[src/rtl/uart_tx_arbiter.sv]
// Round-robin packet arbiter sharing one UART TX byte channel among N_REQ byte streams.
// Optional ID tag byte before each packet when UART_ARB_ID_TAG_EN is defined.
module uart_tx_arbiter #(
    parameter int unsigned N_REQ     = 4,
    parameter int unsigned DATA_W    = 8,
    parameter int unsigned MAX_BURST = 16
) (
    input  logic                      clk_i,
    input  logic                      arst_n_i,
    input  logic [N_REQ-1:0]          req_valid_i,
    input  logic [N_REQ*DATA_W-1:0]   req_data_i,
    input  logic [N_REQ-1:0]          req_last_i,
    output logic [N_REQ-1:0]          req_ready_o,
    output logic                      tx_valid_o,
    output logic [DATA_W-1:0]         tx_data_o,
    input  logic                      tx_ready_i,
    output logic [N_REQ-1:0]          grant_o,
    output logic                      busy_o
);

    localparam int unsigned IDX_W = $clog2(N_REQ);
    localparam int unsigned CNT_W = $clog2(MAX_BURST + 1);

`ifdef UART_ARB_ID_TAG_EN
    typedef enum logic [1:0] {S_IDLE, S_HDR, S_XFER} state_t;
`else
    typedef enum logic [1:0] {S_IDLE, S_XFER} state_t;
`endif

    state_t             r_state;
    state_t             w_state_nxt;
    logic [IDX_W-1:0]   r_owner;
    logic [IDX_W-1:0]   r_ptr;
    logic [N_REQ-1:0]   r_grant;
    logic [CNT_W-1:0]   r_cnt;

    logic               w_found;
    logic [IDX_W-1:0]   w_win;
    logic [IDX_W-1:0]   w_idx;
    logic               w_owner_valid;
    logic               w_owner_last;
    logic [DATA_W-1:0]  w_owner_data;
    logic               w_xfer;
    logic               w_release;

    assign w_owner_valid = req_valid_i[r_owner];
    assign w_owner_last  = req_last_i[r_owner];
    assign w_owner_data  = req_data_i[int'(r_owner) * DATA_W +: DATA_W];
    assign w_xfer        = tx_valid_o && tx_ready_i;
    assign w_release     = w_owner_last || (r_cnt == CNT_W'(MAX_BURST - 1));
    assign grant_o       = r_grant;
    assign busy_o        = (r_state != S_IDLE);

    // Search starts one past the last winner so the previous owner goes last.
    always_comb begin
        w_found = 1'b0;
        w_win   = '0;
        w_idx   = '0;
        for (int unsigned i = 1; i <= N_REQ; i++) begin
            w_idx = IDX_W'((int'(r_ptr) + i) % N_REQ);
            if (!w_found && req_valid_i[w_idx]) begin
                w_found = 1'b1;
                w_win   = w_idx;
            end
        end
    end

    always_comb begin
        w_state_nxt = r_state;
        tx_valid_o  = 1'b0;
        tx_data_o   = '0;
        req_ready_o = '0;
        case (r_state)
            S_IDLE: begin
                if (w_found) begin
`ifdef UART_ARB_ID_TAG_EN
                    w_state_nxt = S_HDR;
`else
                    w_state_nxt = S_XFER;
`endif
                end
            end
`ifdef UART_ARB_ID_TAG_EN
            S_HDR: begin
                tx_valid_o = 1'b1;
                tx_data_o  = DATA_W'(8'h80) | DATA_W'(r_owner);
                if (tx_ready_i) w_state_nxt = S_XFER;
            end
`endif
            S_XFER: begin
                tx_valid_o           = w_owner_valid;
                tx_data_o            = w_owner_valid ? w_owner_data : '0;
                req_ready_o[r_owner] = tx_ready_i;
                if (w_xfer && w_release) w_state_nxt = S_IDLE;
            end
            default: w_state_nxt = S_IDLE;
        endcase
    end

    always_ff @(posedge clk_i or negedge arst_n_i) begin
        if (!arst_n_i) begin
            r_state <= S_IDLE;
            r_owner <= '0;
            r_ptr   <= IDX_W'(N_REQ - 1);
            r_grant <= '0;
            r_cnt   <= '0;
        end else begin
            r_state <= w_state_nxt;
            case (r_state)
                S_IDLE: begin
                    if (w_found) begin
                        r_owner <= w_win;
                        r_ptr   <= w_win;
                        r_grant <= N_REQ'(1) << w_win;
                        r_cnt   <= '0;
                    end
                end
                S_XFER: begin
                    if (w_xfer) begin
                        if (w_release) begin
                            r_cnt   <= '0;
                            r_grant <= '0;
                        end else begin
                            r_cnt <= r_cnt + 1'b1;
                        end
                    end
                end
                default: ;
            endcase
        end
    end

endmodule

[config.mk]
export PLATFORM = sky130hd
export DESIGN_NAME = uart_tx_arbiter
export DESIGN_NICKNAME = d
export VERILOG_FILES = /design/src/rtl/uart_tx_arbiter.sv
export SDC_FILE = /design/constraint.sdc
export NUM_CORES = 1
export LEC_CHECK = 0
export BUFFER_PORTS_ARGS = -buffer_cell sky130_fd_sc_hd__buf_2
export CORE_UTILIZATION = 30
export CTS_CLUSTER_DIAMETER = 200
export CTS_CLUSTER_SIZE = 10
export DETAILED_ROUTE_END_ITERATION = 8
export PLACE_DENSITY = 0.6
export SLEW_MARGIN = 10
export SYNTH_ARGS = -nofsm -noshare
export SYNTH_HDL_FRONTEND = slang
export SYNTH_SLANG_ARGS = --single-unit
export TNS_END_PERCENT = 100
[constraint.sdc]
create_clock -name clk_i -period 2.11 [get_ports clk_i]
set_clock_uncertainty 0.1 [all_clocks]
set_input_delay 0.211 -clock clk_i [delete_from_list [all_inputs] [get_ports clk_i]]
set_output_delay 0.211 -clock clk_i [all_outputs]
set_load 0.02 [all_outputs]
==> results of run 1 <==
-- synthesized netlist by cell type, types with 2 or more instances --
cell / n
o21ai_0: 4
clkbuf_1: 2
o21a_1: 2
and3_1: 9
nor3_1: 2
dfrtp_1: 12
nor2_1: 8
mux2i_1: 2
nand2_1: 4
buf_2: 2
mux2_2: 2
mux4_1: 2
nand3_1: 4
nor2b_1: 3
a21oi_1: 4
buf_6: 2
a32o_1: 2
mux4_2: 7
nor4b_1: 2
nand2b_1: 2
dfstp_2: 2
inv_1: 4
a21o_1: 5
ha_1: 2
-- area by class of cell --
type / instances / area (um^2)
multi-input cells: 79 / 698
flip-flops and latches: 14 / 354
inverters: 4 / 15.0
repair buffers: 69 / 374
well taps: 46 / 57.6
clock buffers: 3 / 22.5
fillers: 330 / 1890
-- power breakdown --
part	switching [mW]	total (mW)	internal [mW]	leakage [nW]
clock network	0.0861	0.152	0.0663	0.0138
logic	0.675	1.27	0.597	0.604
registers	0.111	0.486	0.375	0.176
-- registers in the layout, summed over array words and instances (netlist names) --
register	cells
r_ptr	2
grant_o	4
r_owner	2
r_cnt	5
r_state	1
-- what timing repair did --
action | CTS | global route
pin swaps | 0 | 1
endpoints found under the setup margin | 9 | 3
gates resized for setup | 3 | 4
hold endpoints to repair | 14 | 0
hold buffers | 1 | 0
setup buffers | 1 | 2
-- final timing paths --
| path | from | endpoint | slack, ps | cells after the start |
|---|---|---|---|---|
| max in group asynchronous | arst_n_i | r_ptr[1]$_DFFE_PN1P_ | 1370 | 2 |
| worst min-delay path | arst_n_i | r_cnt[4]$_DFFE_PN0P_ | 240 | 2 |
| worst min register to register | r_cnt[4]$_DFFE_PN0P_ | r_cnt[4]$_DFFE_PN0P_ | 390 | 1 |
| worst max register to register | r_cnt[0]$_DFFE_PN0P_ | r_cnt[3]$_DFFE_PN0P_ | 70 | 7 |
| worst max-delay path | r_owner[0]$_DFFE_PN0P_ | tx_data_o[0] | 50 | 4 |
| min in group clk_i | tx_ready_i | r_state[0]$_DFFE_PN0P_ | 280 | 3 |
-- worst max-delay path: stages, from the launching register on --
cell     delay, ps
dfrtp_2        420
buf_6          150
mux4_1         550
and3_1         190
buf_2          150
-- cell families after synthesis --
logic type,count (synthesis)
adder cells (fa/ha/maj),2
AND/OR/NAND/NOR,40
multiplexers,13
flip-flops,14
AO/OA/AOI/OAI,24
buffers and inverters,11
-- routing by layer --
layer | global-route usage (%) | up-vias | wire length (um)
li1 | - | 535 | -
met2 | 27.6 | 65 | 1430
met3 | 5.47 | 11 | 270
met5 | 0 | - | 0
met4 | 5.81 | 0 | 71
met1 | 18.7 | 543 | 1300
==> flow_summary.yaml, run 1 <==
floorplan:
  core_area_um2: 3420
  die_y_um: 62.5
  start_util_pct: 32.1
  rows: 21
  io_pins: 61
  dieWidth_um: 62.5
  die_area_um2: 3900
setup_path:
  required_ps: 1800
  worst-endpoint-arrival_ps: 1740
  critPathKind: "reg -> out"
  end_kind: "output port"
  cp_max_fo: 7
  startpoint_type: "register"
logic_synthesis:
  ys_types: 38
  netlist_top_cells_area: "dfrtp_1, mux4_2, and3_1, dfstp_2, mux4_1"
  synth_edf_count: 0
  synthAdderAreaFrac_pct: 2.28
  ys.flop_type: "dfrtp_1"
  seq_area_frac_synth_pct: 32.2
  yosysWarnings: 0
  synthSimpleGateAreaFrac_pct: 20.9
  synth_top_family_by_area: "multiplexers"
  avgSynthCellArea_um2: 10.6
  synth_area_um2: 1100
  synth_xor_area_share_pct: 0
  syn-num-nets: 149
  yosysTopAreaCellShare_pct: 27.4
  ys_async_sr_fraction_pct: 100
  yosys.area.top_type: "dfrtp_1"
  synth_mux_area_share_pct: 23.0
  synth_cells: 104
  synth-seq-cells: 14
  synth_compound_area_share_pct: 16.3
routing:
  drt_first_pass_iters: 4
  drt_wl_total_um: 3070
  drt_iter0_markers: 30
  antenna_left: 0
  via_count: 1154
  drc: 0
  via_per_inst: 5.37
  wire_per_inst_um: 14.3
final_layout:
  fin_cells: 215
  nNetsFinal: 216
  area_delta_synth_final_pct: 38.7
  final_area_um2: 1520
  final_util_pct: 44.5
  layout_commonest_cell: "buf_2"
  final_cell_mix: "buf_2, dfrtp_1, and3_1"
  drive_gt1_share_pct: 53.8
  insertedDiodeCount: 0
timing:
  max_freq_mhz: 486
  tightest_slew_ps: 487
  period_share_pct: 97.4
  maxSlewHeadroom_pct: 67.5
  hold_violations: 0
  hold_slack_ps: 241
  setup_viol: 0
  finalCriticalPeriod_ps: 2060
  rsz0062_at_grt: "yes"
  slew_viol_final: 0
  fin_setup_tns_ps: 0
  worst_slack_ps: 54.3
placement:
  dp.cells: 208
  gp_congestion: 0.799
  dpl.hpwl_um: 2370
  io_buffers: 60
  place_area_um2: 1450
  dp_slack_ps: 3.61
status:
  outcome: "completed"
power_and_ir_drop:
  total_power_mw: 1.91
  pwr_density_cell_nw_per_um2: 1260
  vdd_drop_max_mv: 0.497
  p_leak_nw: 0.793
global_routing:
  grt_pass1_vias: 1102
  grt_max_degree: 15
  antenna_found_initial: 0
  grt-ovfl-total: 0
  grtUsageTotal_pct: 16.2
  grt_first_pass_wirelength_um: 5000
job:
  maxCapViolations: 0
cts:
  cts_root_buffer: "clkbuf_4"
  numCtsBuffers: 3
  cts_max_level: 1
  clkSlewWorstSetupHoldPaths_ps: 90
  clkLatencyLatePin_ps: 290
  cts_tree: "yes"
  cts_sinks: 14
  clk_path_buf_depth: 2
worst_hold_path:
  hp-class: "in -> async"
Power figures use the tool's default switching activity.
==> run 2: changes to the inputs <==
--- a/config.mk
+++ b/config.mk
@@ -10,6 +10,7 @@
 export CTS_CLUSTER_DIAMETER = 200
 export CTS_CLUSTER_SIZE = 10
 export DETAILED_ROUTE_END_ITERATION = 8
+export GPL_TIMING_DRIVEN = 0
 export PLACE_DENSITY = 0.6
 export SLEW_MARGIN = 10
 export SYNTH_ARGS = -nofsm -noshare
==> run 2 against run 1 <==
Against the previous run:
- power rose by 5.5%
- wire length rose by 2.3%
- final area rose by 3.2%
- critical path type unchanged
==> flow_summary.yaml, run 2 (same netlist as run 1, synthesis figures left out) <==
status:
  outcome: "completed"
setup_path:
  crit_top_cell: "buf_6"
  r2r_cells: 7
  worst-endpoint-arrival_ps: 1740
  slowest_delay_ps: 520
  worstReg2RegStart: "r_cnt[0]$_DFFE_PN0P_"
  required_ps: 1800
  critPathKind: "reg -> out"
  cp_max_fo: 10
  startpoint_type: "register"
  path_delay_family: "multiplexers"
  rrSetupSlack_ps: 80
  reg2reg_to: "r_cnt[3]$_DFFE_PN0P_"
  path_buf_inv: 3
  path_cells: "buf_6 -> mux4_2 -> buf_6 -> and3_1 -> buf_2"
  slowest_stage: "mux4_2"
  end_kind: "output port"
final_layout:
  nNetsFinal: 221
  seq_area_um2: 353
  area_delta_synth_final_pct: 43.1
  multiInputGateArea_um2: 698
  nFillCells: 340
  regMostFlops: "r_cnt"
  final_util_pct: 46.0
  final_cell_mix: "buf_2, dfrtp_1, and3_1"
  insertedDiodeCount: 0
  final_area_um2: 1570
  largest_register_ffs: 5
  drive_gt1_share_pct: 54.3
  layout_commonest_cell: "buf_2"
placement:
  io_buffers: 60
  dpl.hpwl_um: 2500
  gp_congestion: 0.763
  place_area_um2: 1460
cts:
  cts_sinks: 14
  cts_root_buffer: "clkbuf_4"
  cts_tree: "yes"
  numCtsBuffers: 3
  clkSlewWorstSetupHoldPaths_ps: 80
  clk_path_buf_depth: 2
  clkLatencyLatePin_ps: 270
  cts_max_level: 1
power_and_ir_drop:
  pwr-share-clk_pct: 7.7
  total_power_mw: 2.02
  internal_power_mw: 1.13
  pwr_density_cell_nw_per_um2: 1280
  vdd_drop_max_mv: 0.525
  p_sw_mw: 0.890
  pwr-share-comb_pct: 70.9
  power.share.switching_pct: 44.2
  seqPwrFrac_pct: 21.4
  p_leak_nw: 0.824
timing:
  finalCriticalPeriod_ps: 2050
  max_freq_mhz: 487
  fin_setup_tns_ps: 0
  period_share_pct: 97.3
  setup_viol: 0
  hold_slack_ps: 250
  slew_viol_final: 0
  rsz0062_at_grt: "yes"
  maxSlewHeadroom_pct: 63.4
  hold_violations: 0
  tightest_slew_ps: 544
routing:
  antenna_left: 0
  drt_wl_total_um: 3140
  drt_iter0_markers: 45
  via_per_inst: 5.23
  via_count: 1155
  drt_first_pass_iters: 5
  drc: 0
  wire_per_inst_um: 14.2
global_routing:
  grt_pass1_vias: 1136
  antenna_found_initial: 0
  grtUsageTotal_pct: 16.9
  grt_max_degree: 15
  grt-ovfl-total: 0
  grt_first_pass_wirelength_um: 5320
floorplan:
  start_util_pct: 32.1
  rows: 21
  dieWidth_um: 62.5
  io_pins: 61
  die_y_um: 62.5
  die_area_um2: 3900
  core_area_um2: 3420
job:
  maxCapViolations: 0
worst_hold_path:
  hp-class: "in -> async"
[run 2: how the worst max path moves through the flow]
stage,start,to,slack [ps],depth (start not counted)
final,r_owner[0]$_DFFE_PN0P_,tx_data_o[3],60,5
after global routing,r_owner[0]$_DFFE_PN0P_,tx_data_o[4],-10,5
after CTS,r_state[0]$_DFFE_PN0P_,req_ready_o[3],1,5
after detailed placement,r_cnt[0]$_DFFE_PN0P_,r_cnt[3]$_DFFE_PN0P_,-30,7
after global placement,r_cnt[0]$_DFFE_PN0P_,grant_o[2]$_DFFE_PN0P_,30,7
after floorplan,r_cnt[0]$_DFFE_PN0P_,r_cnt[3]$_DFFE_PN0P_,140,7
[run 2: power groups by stage]
stage | clock [mW] | combinational, mW | sequential (mW)
2_1_floorplan | 0 | 0.901 | 0.478
3_3_place_gp | 0 | 1.27 | 0.431
3_5_place_dp | 0 | 1.29 | 0.437
4_1_cts | 0.161 | 1.33 | 0.433
5_1_grt | 0.177 | 1.56 | 0.444
6_report | 0.156 | 1.43 | 0.431
[run 2: per-stage QoR]
step / worst slack [ps] / cells
3_3_place_gp: 31.7 / 210
3_5_place_dp: -32.1 / 210
6_report: 57.3 / 221
5_1_grt: -11.8 / 221
4_1_cts: 1.23 / 215
2_1_floorplan: 136 / 104
[run 2: final cells by class]
cell class	instances	area share, %
Buffer	7	4.14
Multi-Input combinational cell	79	44.5
Tap cell	46	3.67
Clock buffer	4	1.67
Inverter	4	0.956
Sequential cell	14	22.5
Timing Repair Buffer	67	22.6
[run 2: routing by layer]
layer	wire length (um)	GRT usage [%]	part of all wire, %	vias up
li1	-	-	-	544
met1	1280	20.1	41	540
met2	1540	30.3	49	69
met3	303	4.01	9.7	2
met4	17	4.36	0.54	0
met5	0	0	0	-
[run 2: timing repair]
action | 4_1_cts | 5_1_grt
pin swaps | 0 | 1
buffers inserted | 0 | 6
hold endpoints to repair | 14 | 0
setup endpoints to repair | 9 | 12
hold buffers | 1 | 0
gates resized for setup | 5 | 9
[run 2: worst register-to-register path: cells and delay by family (launching register included)]
| family | cells | cell delay, ps |
|---|---|---|
| and+or+nand+nor | 3 | 810 |
| DFF | 1 | 410 |
| adders and majority gates | 2 | 400 |
| AOI/OAI and AO/OA | 2 | 240 |
